**config.mk**
```make
export PLATFORM = sky130hd
export DESIGN_NAME = cell_pos_fetch
export DESIGN_NICKNAME = d
export VERILOG_FILES = /design/src/rtl/cell_pos_fetch_pkg.sv /design/src/rtl/cell_pos_fetch_pos_fifo.sv /design/src/rtl/cell_pos_fetch.sv
export SDC_FILE = /design/constraint.sdc
export NUM_CORES = 1
export LEC_CHECK = 0
export BUFFER_PORTS_ARGS = -buffer_cell sky130_fd_sc_hd__clkbuf_2
export CORE_ASPECT_RATIO = 1.25
export CORE_MARGIN = 4
export CORE_UTILIZATION = 48
export CTS_CLUSTER_DIAMETER = 200
export DETAILED_ROUTE_END_ITERATION = 8
export GPL_ROUTABILITY_DRIVEN = 0
export GPL_TIMING_DRIVEN = 0
export HOLD_SLACK_MARGIN = 0.08
export PLACE_DENSITY_LB_ADDON = 0.3
export SLEW_MARGIN = 0
export SYNTH_ARGS = -nofsm -noshare
export SYNTH_HDL_FRONTEND = slang
export SYNTH_SLANG_ARGS = --single-unit
```
**constraint.sdc**
```tcl
create_clock -name clk -period 11.7 [get_ports clk]
set_clock_uncertainty 0.05 [all_clocks]
set_input_delay 0.585 -clock clk [delete_from_list [all_inputs] [get_ports clk]]
set_output_delay 0.585 -clock clk [all_outputs]
set_load 0.02 [all_outputs]
```
**src/rtl/cell_pos_fetch_pkg.sv**
```systemverilog
// Shared defaults, fetch FSM encoding and position-word field positions
// for the cell position read sequencer.
package cell_pos_fetch_pkg;

  localparam int DEF_DATA_WIDTH   = 96;
  localparam int DEF_ADDR_WIDTH   = 8;
  localparam int DEF_PARTICLE_NUM = 220;
  localparam int DEF_RD_LATENCY   = 2;
  localparam int DEF_FIFO_DEPTH   = 4;

  localparam int POSX_LSB = 0;
  localparam int POSX_MSB = 31;
  localparam int POSY_LSB = 32;
  localparam int POSY_MSB = 63;
  localparam int POSZ_LSB = 64;
  localparam int POSZ_MSB = 95;

  typedef enum logic [1:0] {
    ST_IDLE  = 2'd0,
    ST_FETCH = 2'd1,
    ST_DRAIN = 2'd2,
    ST_DONE  = 2'd3
  } fetch_state_e;

endpackage

```
**src/rtl/cell_pos_fetch_pos_fifo.sv**
```systemverilog
// Show-ahead FIFO holding {last, pid, pos} entries; head is visible while
// not empty, and a full FIFO may be read and written in the same cycle.
module pos_fifo
  import cell_pos_fetch_pkg::*;
#(
  parameter int WIDTH = DEF_DATA_WIDTH + DEF_ADDR_WIDTH + 1,
  parameter int DEPTH = DEF_FIFO_DEPTH,
  localparam int PW   = $clog2(DEPTH),
  localparam int CW   = $clog2(DEPTH + 1)
) (
  input  logic             clk,
  input  logic             rst_n,
  input  logic             wr_en,
  input  logic [WIDTH-1:0] wr_data,
  input  logic             rd_en,
  output logic [WIDTH-1:0] rd_data,
  output logic             empty,
  output logic [CW-1:0]    count
);

  logic [WIDTH-1:0] mem_q [DEPTH];
  logic [WIDTH-1:0] mem_d [DEPTH];
  logic [PW-1:0]    wr_ptr_q, wr_ptr_d, rd_ptr_q, rd_ptr_d;
  logic [CW-1:0]    count_q, count_d;
  logic             full, do_wr, do_rd;

  assign empty   = (count_q == '0);
  assign full    = (count_q == CW'(DEPTH));
  assign do_rd   = rd_en && !empty;
  assign do_wr   = wr_en && (!full || do_rd);
  assign rd_data = mem_q[rd_ptr_q];
  assign count   = count_q;

  always_comb begin
    mem_d    = mem_q;
    wr_ptr_d = wr_ptr_q;
    rd_ptr_d = rd_ptr_q;
    count_d  = count_q;
    if (do_wr) begin
      mem_d[wr_ptr_q] = wr_data;
      wr_ptr_d = (wr_ptr_q == PW'(DEPTH - 1)) ? '0 : wr_ptr_q + PW'(1);
    end
    if (do_rd) begin
      rd_ptr_d = (rd_ptr_q == PW'(DEPTH - 1)) ? '0 : rd_ptr_q + PW'(1);
    end
    if (do_wr && !do_rd) begin
      count_d = count_q + CW'(1);
    end else if (do_rd && !do_wr) begin
      count_d = count_q - CW'(1);
    end
  end

  always_ff @(posedge clk) begin
    if (!rst_n) begin
      for (int i = 0; i < DEPTH; i++) mem_q[i] <= '0;
      wr_ptr_q <= '0;
      rd_ptr_q <= '0;
      count_q  <= '0;
    end else begin
      mem_q    <= mem_d;
      wr_ptr_q <= wr_ptr_d;
      rd_ptr_q <= rd_ptr_d;
      count_q  <= count_d;
    end
  end

  // Upstream credit accounting must make this unreachable.
  a_no_overflow: assert property (@(posedge clk) disable iff (!rst_n)
    !(wr_en && full && !rd_en));

endmodule

```
**src/rtl/cell_pos_fetch.sv**
```systemverilog
// Cell position read sequencer: sweeps the cell memory, absorbs its read
// latency and streams {pos, pid, last} downstream under credit control.
//   state | meaning
//   IDLE  | waiting for start; first read issues with the accepted start
//   FETCH | issuing reads while FIFO credit allows
//   DRAIN | all reads issued, waiting for the last word to be accepted
//   DONE  | one-cycle done pulse
module cell_pos_fetch
  import cell_pos_fetch_pkg::*;
#(
  parameter int DATA_WIDTH   = DEF_DATA_WIDTH,
  parameter int ADDR_WIDTH   = DEF_ADDR_WIDTH,
  parameter int PARTICLE_NUM = DEF_PARTICLE_NUM,
  parameter int RD_LATENCY   = DEF_RD_LATENCY,
  parameter int FIFO_DEPTH   = DEF_FIFO_DEPTH
) (
  input  logic                  clk,
  input  logic                  rst_n,
  input  logic                  start,
  input  logic [ADDR_WIDTH-1:0] particle_count,
  output logic                  busy,
  output logic                  done,
  output logic [ADDR_WIDTH-1:0] mem_address,
  output logic                  mem_rden,
  output logic                  mem_wren,
  input  logic [DATA_WIDTH-1:0] mem_q,
  output logic                  out_valid,
  input  logic                  out_ready,
  output logic [DATA_WIDTH-1:0] out_pos,
  output logic [ADDR_WIDTH-1:0] out_pid,
  output logic                  out_last
);

  localparam int CNTW = ADDR_WIDTH + 1;
  localparam int FCW  = $clog2(FIFO_DEPTH + 1);
  localparam int OCW  = $clog2(FIFO_DEPTH + RD_LATENCY + 2) + 1;
  localparam int FW   = DATA_WIDTH + ADDR_WIDTH + 1;

  fetch_state_e          state_q, state_d;
  logic [CNTW-1:0]       cnt_q, cnt_d, rd_ptr_q, rd_ptr_d;
  logic                  mem_rden_q, mem_rden_d, mem_last_q, mem_last_d;
  logic [ADDR_WIDTH-1:0] mem_address_q, mem_address_d;
  logic [RD_LATENCY-1:0] pipe_vld_q, pipe_vld_d, pipe_last_q, pipe_last_d;
  logic [ADDR_WIDTH-1:0] pipe_pid_q [RD_LATENCY];
  logic [ADDR_WIDTH-1:0] pipe_pid_d [RD_LATENCY];

  logic                  issue, issue_last;
  logic [CNTW-1:0]       issue_addr, cnt_clamp;
  logic [OCW-1:0]        inflight, occupancy;
  logic                  credit_ok, pop, fifo_empty, head_last;
  logic [FCW-1:0]        fifo_count;
  logic [FW-1:0]         fifo_head;

  pos_fifo #(
    .WIDTH (FW),
    .DEPTH (FIFO_DEPTH)
  ) u_fifo (
    .clk     (clk),
    .rst_n   (rst_n),
    .wr_en   (pipe_vld_q[RD_LATENCY-1]),
    .wr_data ({pipe_last_q[RD_LATENCY-1], pipe_pid_q[RD_LATENCY-1], mem_q}),
    .rd_en   (pop),
    .rd_data (fifo_head),
    .empty   (fifo_empty),
    .count   (fifo_count)
  );

  assign out_valid                    = !fifo_empty;
  assign pop                          = out_valid && out_ready;
  assign {head_last, out_pid, out_pos} = fifo_head;
  assign out_last                     = out_valid && head_last;
  assign mem_address                  = mem_address_q;
  assign mem_rden                     = mem_rden_q;
  assign mem_wren                     = 1'b0;

  // A word popped this cycle frees its slot in time for a read issued now.
  always_comb begin
    inflight = '0;
    for (int i = 0; i < RD_LATENCY; i++) inflight = inflight + OCW'(pipe_vld_q[i]);
    occupancy = OCW'(fifo_count) + inflight + OCW'(mem_rden_q) - OCW'(pop);
    credit_ok = (occupancy < OCW'(FIFO_DEPTH));
    cnt_clamp = ({1'b0, particle_count} > CNTW'(PARTICLE_NUM)) ?
                CNTW'(PARTICLE_NUM) : {1'b0, particle_count};
  end

  always_comb begin
    state_d    = state_q;
    cnt_d      = cnt_q;
    rd_ptr_d   = rd_ptr_q;
    issue      = 1'b0;
    issue_addr = '0;
    issue_last = 1'b0;
    case (state_q)
      ST_IDLE: begin
        if (start) begin
          cnt_d = cnt_clamp;
          if (cnt_clamp == '0) begin
            state_d = ST_DONE;
          end else begin
            state_d    = ST_FETCH;
            issue      = 1'b1;
            issue_last = (cnt_clamp == CNTW'(1));
            rd_ptr_d   = CNTW'(1);
          end
        end
      end
      ST_FETCH: begin
        if ((rd_ptr_q < cnt_q) && credit_ok) begin
          issue      = 1'b1;
          issue_addr = rd_ptr_q;
          issue_last = (rd_ptr_q + CNTW'(1) == cnt_q);
          rd_ptr_d   = rd_ptr_q + CNTW'(1);
        end
        if (rd_ptr_d == cnt_q) state_d = ST_DRAIN;
      end
      ST_DRAIN: begin
        if (pop && head_last) state_d = ST_DONE;
      end
      ST_DONE: state_d = ST_IDLE;
      default: state_d = ST_IDLE;
    endcase

    mem_rden_d    = issue;
    mem_address_d = issue ? issue_addr[ADDR_WIDTH-1:0] : mem_address_q;
    mem_last_d    = issue && issue_last;

    pipe_vld_d[0]  = mem_rden_q;
    pipe_last_d[0] = mem_last_q;
    pipe_pid_d[0]  = mem_address_q;
    for (int i = 1; i < RD_LATENCY; i++) begin
      pipe_vld_d[i]  = pipe_vld_q[i-1];
      pipe_last_d[i] = pipe_last_q[i-1];
      pipe_pid_d[i]  = pipe_pid_q[i-1];
    end
  end

  always_comb begin
    busy = 1'b0;
    done = 1'b0;
    case (state_q)
      ST_FETCH, ST_DRAIN: busy = 1'b1;
      ST_DONE:            done = 1'b1;
      default:            ;
    endcase
  end

  always_ff @(posedge clk) begin
    if (!rst_n) begin
      state_q       <= ST_IDLE;
      cnt_q         <= '0;
      rd_ptr_q      <= '0;
      mem_rden_q    <= 1'b0;
      mem_last_q    <= 1'b0;
      mem_address_q <= '0;
      pipe_vld_q    <= '0;
      pipe_last_q   <= '0;
      for (int i = 0; i < RD_LATENCY; i++) pipe_pid_q[i] <= '0;
    end else begin
      state_q       <= state_d;
      cnt_q         <= cnt_d;
      rd_ptr_q      <= rd_ptr_d;
      mem_rden_q    <= mem_rden_d;
      mem_last_q    <= mem_last_d;
      mem_address_q <= mem_address_d;
      pipe_vld_q    <= pipe_vld_d;
      pipe_last_q   <= pipe_last_d;
      pipe_pid_q    <= pipe_pid_d;
    end
  end

endmodule

```
==> out/results.ini, run 1 <==
[outcome]
status = completed

[power]
p_comb_frac = 0.200
p_int_mw = 3.01
clockPowerShare = 0.398
p_leak_nw = 8.52
switching_share = 0.285
switchingPower_mw = 1.20
p_seq_frac = 0.402
ir_drop_mv = 0.121
total_power_mw = 4.21
power_density_nw_per_um2 = 172

[yosys]
syn_inst = 2315
synthAdderAreaFrac = 0.0168
synth.area.top_cells = dfxtp_1 45%, nand2_1 16%, a21boi_0 16%, mux4_2 11%, clkbuf_1 1.9%
syn_area_um2 = 21000
seq_area_frac_synth = 0.455
synthTopCellsByCount = 869 x nand2_1, 476 x dfxtp_1, 433 x a21boi_0, 105 x clkbuf_1, 105 x mux4_2
synth_edf_count = 0
muxShareOfSynthArea = 0.115
ys.flop_type = dfxtp_1
synthSimpleGateAreaFrac = 0.187
synth.most_common_cell = nand2_1
synth_top_area_cell = dfxtp_1
synth_area_per_cell_um2 = 9.05
synth_cell_types = 60
synth-seq-cells = 476
synth_top_area_frac = 0.455
synth_warnings = 0
synth_compound_area_frac = 0.176
synth-async-reset-ratio = 0
synth_top_family_by_area = simple AND/OR/NAND/NOR gates
syn_nets = 2450
synth_xor_area_frac = 0.00669

[cts]
cts.repair.resized = 0
clockBufferDepth = 3
cts_tree = done
htreeDepth = 2
clock_latency_ns = 0.57
post_cts_buffers = 0
numCtsBuffers = 48
clkTransAtPathRegs_ns = 0.06
cts.sinks = 476
hold_buffers = 0
clockRootBuffer = clkbuf_16

[setup_path]
cp-end-kind = flop
worstPathArrival_ns = 5.18
worstPathRequired_ns = 12.13
crit_top_cell = ha_1
path_buf_inv = 4
cp_top_family = simple AND/OR/NAND/NOR gates
reg2reg_depth = 19
worstSetupStartpointType = flop
crit_chain = or3_1, nand2_1, inv_1, ha_1, inv_1, fa_1, ha_1, and3_4, or4_4, a21oi_4, nand2_4, clkinv_2, buf_6, ha_1, xor2_1, nor3b_1, nand4_1, o2bb2ai_2, mux2i_1
cp_max_fo = 10
cpPeakStageDelay_ns = 0.50
r2r-start = u_fifo.count[0]$_SDFFE_PN0P_
crit_type = flop to flop
cpMaxStageDelayCell = or4_4
reg2reg_slack_ns = 6.95
rr_endpoint = state_q[1]$_SDFFE_PN0P_

[die]
initial_core_util = 0.486
std_cell_rows = 85
die_width_um = 195
chipHeight_um = 242
die_area_um2 = 47100
io_pins = 226
coreArea_um2 = 43100

[timing]
rsz0062_at_grt = no
finalSetupViolations = 0
hold_viol_final = 0
fin_setup_tns_ns = 0
tightest_slew_ns = 0.935
post-route-min-period_ns = 4.75
relSlewSlack = 0.376
fmax_mhz = 211
maxSlewViolCount = 0
finalCritPeriodShare = 0.406

[worst_hold_path]
holdPathStages = 3
min_from = mem_q[53]
hp-class = primary input to flop
hold_end = u_fifo.mem_q[158]$_SDFFE_PN0P_

[global_route]
grt-ovfl-total = 0
grt_pass1_vias = 17697
grtUsageTotal = 0.247
grt_pass1_wl_um = 94100
antenna_found_initial = 8
grt_max_degree = 16

[drt]
drtIter0Drc = 1054
routedWlPerCell_um = 18.9
drc_errors = 0
vias_per_cell = 5.48
via_count = 17514
wl_um = 60500
antenna_left = 0
firstDrtPassIters = 5

[job]
drv_cap = 0

[final_layout]
fin_cells = 3197
drive_gt1_frac = 0.181
multi_input_comb_area_um2 = 10500
fillers = 3816
seqCellArea_um2 = 9530
area_delta_synth_final_pct = 17.0
fin_nets = 2723

[placement]
io_buffers = 223
dp_cells = 3103
dp_hpwl_um = 42300

## per-stage QoR
step                 util  hold WS [ns]  worst slack, ns  instance area [um^2]
global route        0.569         0.236             6.72                 24500
finish              0.569         0.239             6.95                 24500
floorplan               -         0.362             7.36                 21000
global placement    0.529         0.366             7.02                 22800
detailed placement  0.529         0.367             6.98                 22800
CTS                 0.569         0.220             6.95                 24500
## placed cells by master, fill, tap and decap left out, types with 4 or more instances in the layout
cell / netlist / routed
clkbuf_16: 0 / 49
clkinv_2: 1 / 10
nand3_1: 21 / 21
clkbuf_2: 0 / 223
bufinv_16: 0 / 9
buf_2: 38 / 38
mux4_2: 105 / 105
clkinvlp_4: 0 / 4
nor2_1: 11 / 11
nor2b_1: 13 / 13
xnor2_1: 7 / 7
ha_1: 25 / 25
xor2_1: 9 / 9
nor3_1: 10 / 10
nand2_1: 869 / 869
buf_1: 34 / 34
a21boi_0: 433 / 433
and2_1: 29 / 29
nand4_1: 4 / 4
mux2i_1: 5 / 5
diode_2: 0 / 5
clkbuf_8: 0 / 8
clkbuf_1: 105 / 112
dfxtp_1: 476 / 476
buf_4: 10 / 10
inv_1: 24 / 24
a21oi_1: 9 / 9
o21ai_0: 19 / 19
## worst max path at each step
| stage | cells past startpoint | end | slack [ns] | startpoint |
|---|---|---|---|---|
| 3_5_place_dp | 19 | state_q[1]$_SDFFE_PN0P_ | 6.98 | u_fifo.count[0]$_SDFFE_PN0P_ |
| 3_3_place_gp | 19 | state_q[1]$_SDFFE_PN0P_ | 7.02 | u_fifo.count[0]$_SDFFE_PN0P_ |
| 4_1_cts | 19 | state_q[1]$_SDFFE_PN0P_ | 6.95 | u_fifo.count[0]$_SDFFE_PN0P_ |
| 5_1_grt | 19 | state_q[1]$_SDFFE_PN0P_ | 6.72 | u_fifo.count[0]$_SDFFE_PN0P_ |
| 2_1_floorplan | 19 | state_q[0]$_SDFFE_PN0P_ | 7.36 | u_fifo.count[0]$_SDFFE_PN0P_ |
| 6_report | 19 | state_q[1]$_SDFFE_PN0P_ | 6.95 | u_fifo.count[0]$_SDFFE_PN0P_ |
## per-layer routing
layer / vias to the layer above / wire, um / global-route usage
met5: - / 40 / 0
met4: 6 / 1800 / 0.0900
met3: 115 / 3980 / 0.0454
met2: 571 / 30400 / 0.434
met1: 8500 / 24200 / 0.302
li1: 8322 / - / -
## registers in the layout, indices dropped and copies added (netlist names)
name / cells
u_fifo.mem_q: 420
pipe_last_q: 2
mem_address: 8
u_fifo.wr_ptr_q: 2
mem_last_q: 1
state_q: 2
rd_ptr_q: 9
pipe_pid_d: 8
pipe_pid_q: 8
mem_rden: 1
cnt_q: 8
pipe_vld_q: 2
u_fifo.rd_ptr_q: 2
u_fifo.count: 3
## kinds of logic (layout without fill, tap and decap cells)
kind of cell / after synthesis / in the layout
mux: 110 / 110
buf+inv: 214 / 526
flops: 476 / 476
other cells: 1 / 6
fa+ha+maj: 27 / 27
xor+xnor: 16 / 16
compound gates: 492 / 492
simple gates: 979 / 979
## worst register-to-register path: stages, from the launching register on
cell,delay (ns)
dfxtp_1,0.38
or3_1,0.46
nand2_1,0.19
inv_1,0.10
ha_1,0.29
inv_1,0.05
fa_1,0.36
ha_1,0.28
and3_4,0.15
or4_4,0.50
a21oi_4,0.29
nand2_4,0.14
clkinv_2,0.11
buf_6,0.14
ha_1,0.27
xor2_1,0.17
nor3b_1,0.20
nand4_1,0.14
o2bb2ai_2,0.23
mux2i_1,0.20
## power by group through the flow
stage / Combinational, mW / Sequential [mW] / Clock, mW
floorplan: 0.606 / 1.72 / 0
global placement: 0.828 / 1.73 / 0
detailed placement: 0.842 / 1.73 / 0
CTS: 0.847 / 1.69 / 1.70
global route: 0.915 / 1.70 / 1.76
finish: 0.844 / 1.69 / 1.68
## area by class of cell
type | count | area share
Inverter | 25 | 0.00388
Clock inverter | 25 | 0.0152
Clock buffer | 64 | 0.0556
Timing Repair Buffer | 223 | 0.0455
Antenna cell | 5 | 0.000510
Multi-Input combinational cell | 1625 | 0.429
Sequential cell | 476 | 0.389
Tap cell | 565 | 0.0288
Buffer | 189 | 0.0330
No activity file was read; power rests on OpenSTA's default activity.
==> inputs of run 2 (changes only) <==
==> constraint.sdc (replaced) <==
create_clock -name clk -period 4.21 [get_ports clk]
set_clock_uncertainty 0.05 [all_clocks]
set_input_delay 0.2105 -clock clk [delete_from_list [all_inputs] [get_ports clk]]
set_output_delay 0.2105 -clock clk [all_outputs]
set_load 0.02 [all_outputs]
==> out/results.ini, run 2 (synthesis gave the netlist of run 1 again) <==
[outcome]
status = completed

[timing]
finalSetupViolations = 0
post-route-min-period_ns = 4.03
finalCritPeriodShare = 0.958
setup_slack_ns = 0.179
tightest_slew_ns = 0.960
rsz0062_at_grt = no
fmax_mhz = 248
relSlewSlack = 0.360
hold_viol_final = 0
hold-worst-slack_ns = 0.133
maxSlewViolCount = 0

[drt]
routedWlPerCell_um = 18.7
via_count = 17970
antenna_left = 0
drtIter0Drc = 1160
drc_errors = 0
vias_per_cell = 5.44
wl_um = 61900
firstDrtPassIters = 5

[setup_path]
cp_max_fo = 5
cpPeakStageDelay_ns = 0.51
r2r-start = u_fifo.count[0]$_SDFFE_PN0P_
cp-end-kind = flop
worstPathRequired_ns = 4.66
cpMaxStageDelayCell = or4_4
rr_endpoint = state_q[1]$_SDFFE_PN0P_
crit_type = flop to flop
worstPathArrival_ns = 4.48
worstSetupStartpointType = flop
reg2reg_depth = 18
crit_chain = or3_4, nand2_4, inv_2, ha_1, inv_1, fa_2, ha_1, and3_4, or4_4, a21oi_4, nand2_4, clkinv_8, ha_4, xor2_1, nor3b_2, nand4_1, o2bb2ai_2, mux2i_1
reg2reg_slack_ns = 0.18
cp-startpoint = u_fifo.count[0]$_SDFFE_PN0P_

[die]
io_pins = 226
initial_core_util = 0.486
die_width_um = 195
std_cell_rows = 85
die_area_um2 = 47100
chipHeight_um = 242
coreArea_um2 = 43100

[placement]
dp_cells = 3103
pre_cts_ws_ns = -0.355
dp_hpwl_um = 42400
io_buffers = 223

[cts]
clockBufferDepth = 3
cts_tree = done
clockRootBuffer = clkbuf_16
clkTransAtPathRegs_ns = 0.06
numCtsBuffers = 48
clock_latency_ns = 0.57
htreeDepth = 2
cts.sinks = 476

[power]
ir_drop_mv = 0.342
p_leak_nw = 8.93
total_power_mw = 11.6
power_density_nw_per_um2 = 456

[final_layout]
drive_gt1_frac = 0.176
area_delta_synth_final_pct = 21.9
final_cell_mix = 868 x nand2_1, 474 x dfxtp_1, 433 x a21boi_0
layout_commonest_cell = nand2_1
fillers = 3734
top_register = u_fifo.mem_q
fin_nets = 2838
top_regs = u_fifo.mem_q x420, rd_ptr_q x9
largest_reg_flops = 420
fin_cells = 3304

[worst_hold_path]
holdPathStages = 4
min_from = start
hold_end = cnt_q[1]$_SDFFE_PN0P_
hp-class = primary input to flop

[global_route]
grt_max_degree = 15
grt-ovfl-total = 0
grt_pass1_vias = 18311
grtUsageTotal = 0.254
antenna_found_initial = 4
grt_pass1_wl_um = 97400

[job]
drv_cap = 0

==> run 2: cell count changes in the layout (fill, tap and decap cells not counted), moves of 2 or more <==
cell | before | now
buf_4 | 10 | 17
bufinv_16 | 9 | 4
clkbuf_1 | 112 | 114
dfxtp_1 | 476 | 474
clkinv_2 | 10 | 5
dlygate4sd3_1 | 0 | 109
==> run 2: metrics by stage <==
step	area [um^2]	setup TNS [ns]	util
floorplan	21000	0	-
global placement	22800	-0.590	0.529
detailed placement	22800	-0.688	0.529
CTS	25500	0	0.592
global route	25500	0	0.593
finish	25500	0	0.593
==> run 2: worst max-delay path by stage <==
stage	slack, ns	end
floorplan	0.03	state_q[1]$_SDFFE_PN0P_
global placement	-0.30	state_q[1]$_SDFFE_PN0P_
detailed placement	-0.36	state_q[1]$_SDFFE_PN0P_
CTS	0.002	state_q[1]$_SDFFE_PN0P_
global route	0.003	state_q[1]$_SDFFE_PN0P_
finish	0.18	state_q[1]$_SDFFE_PN0P_
==> run 2: worst max-delay path, delay by kind of cell (launching register included) <==
family	cells	cell delay, ns
buf+inv	3	0.17
simple gates	7	1.52
mux	1	0.21
flops	1	0.36
compound gates	2	0.42
xor+xnor	1	0.16
fa+ha+maj	4	1.06
==> run 2: power breakdown <==
group	internal [mW]	total, mW	switching, mW
Sequential	4.62	4.71	0.0903
Clock	2.51	4.30	1.79
Combinational	1.11	2.64	1.53
Total	8.23	11.6	3.41
==> run 2: cell type report <==
type / instances / area [um^2] / area share
well taps: 565 / 707 / 0.0277
clock inverters: 16 / 200 / 0.00784
flip-flops and latches: 476 / 9530 / 0.373
repair buffers: 339 / 2260 / 0.0885
clock buffers: 66 / 1370 / 0.0537
plain buffers: 188 / 798 / 0.0313
inverters: 25 / 106 / 0.00416
multi-input cells: 1625 / 10600 / 0.413
diodes: 4 / 10.0 / 0.000392
==> run 2: timing repair <==
action,CTS,global route
setup endpoints to repair,2,2
pin swaps,7,5
setup buffers,4,3
resized for setup,5,3
endpoints found under the hold margin,396,0
hold buffers,109,0
==> run 2: layer usage <==
layer | GRT usage | wire, um | vias up
li1 | - | - | 8540
met1 | 0.317 | 24600 | 8616
met2 | 0.446 | 31000 | 676
met3 | 0.0388 | 4310 | 138
met4 | 0.0924 | 1990 | 0
met5 | 0 | 0 | -
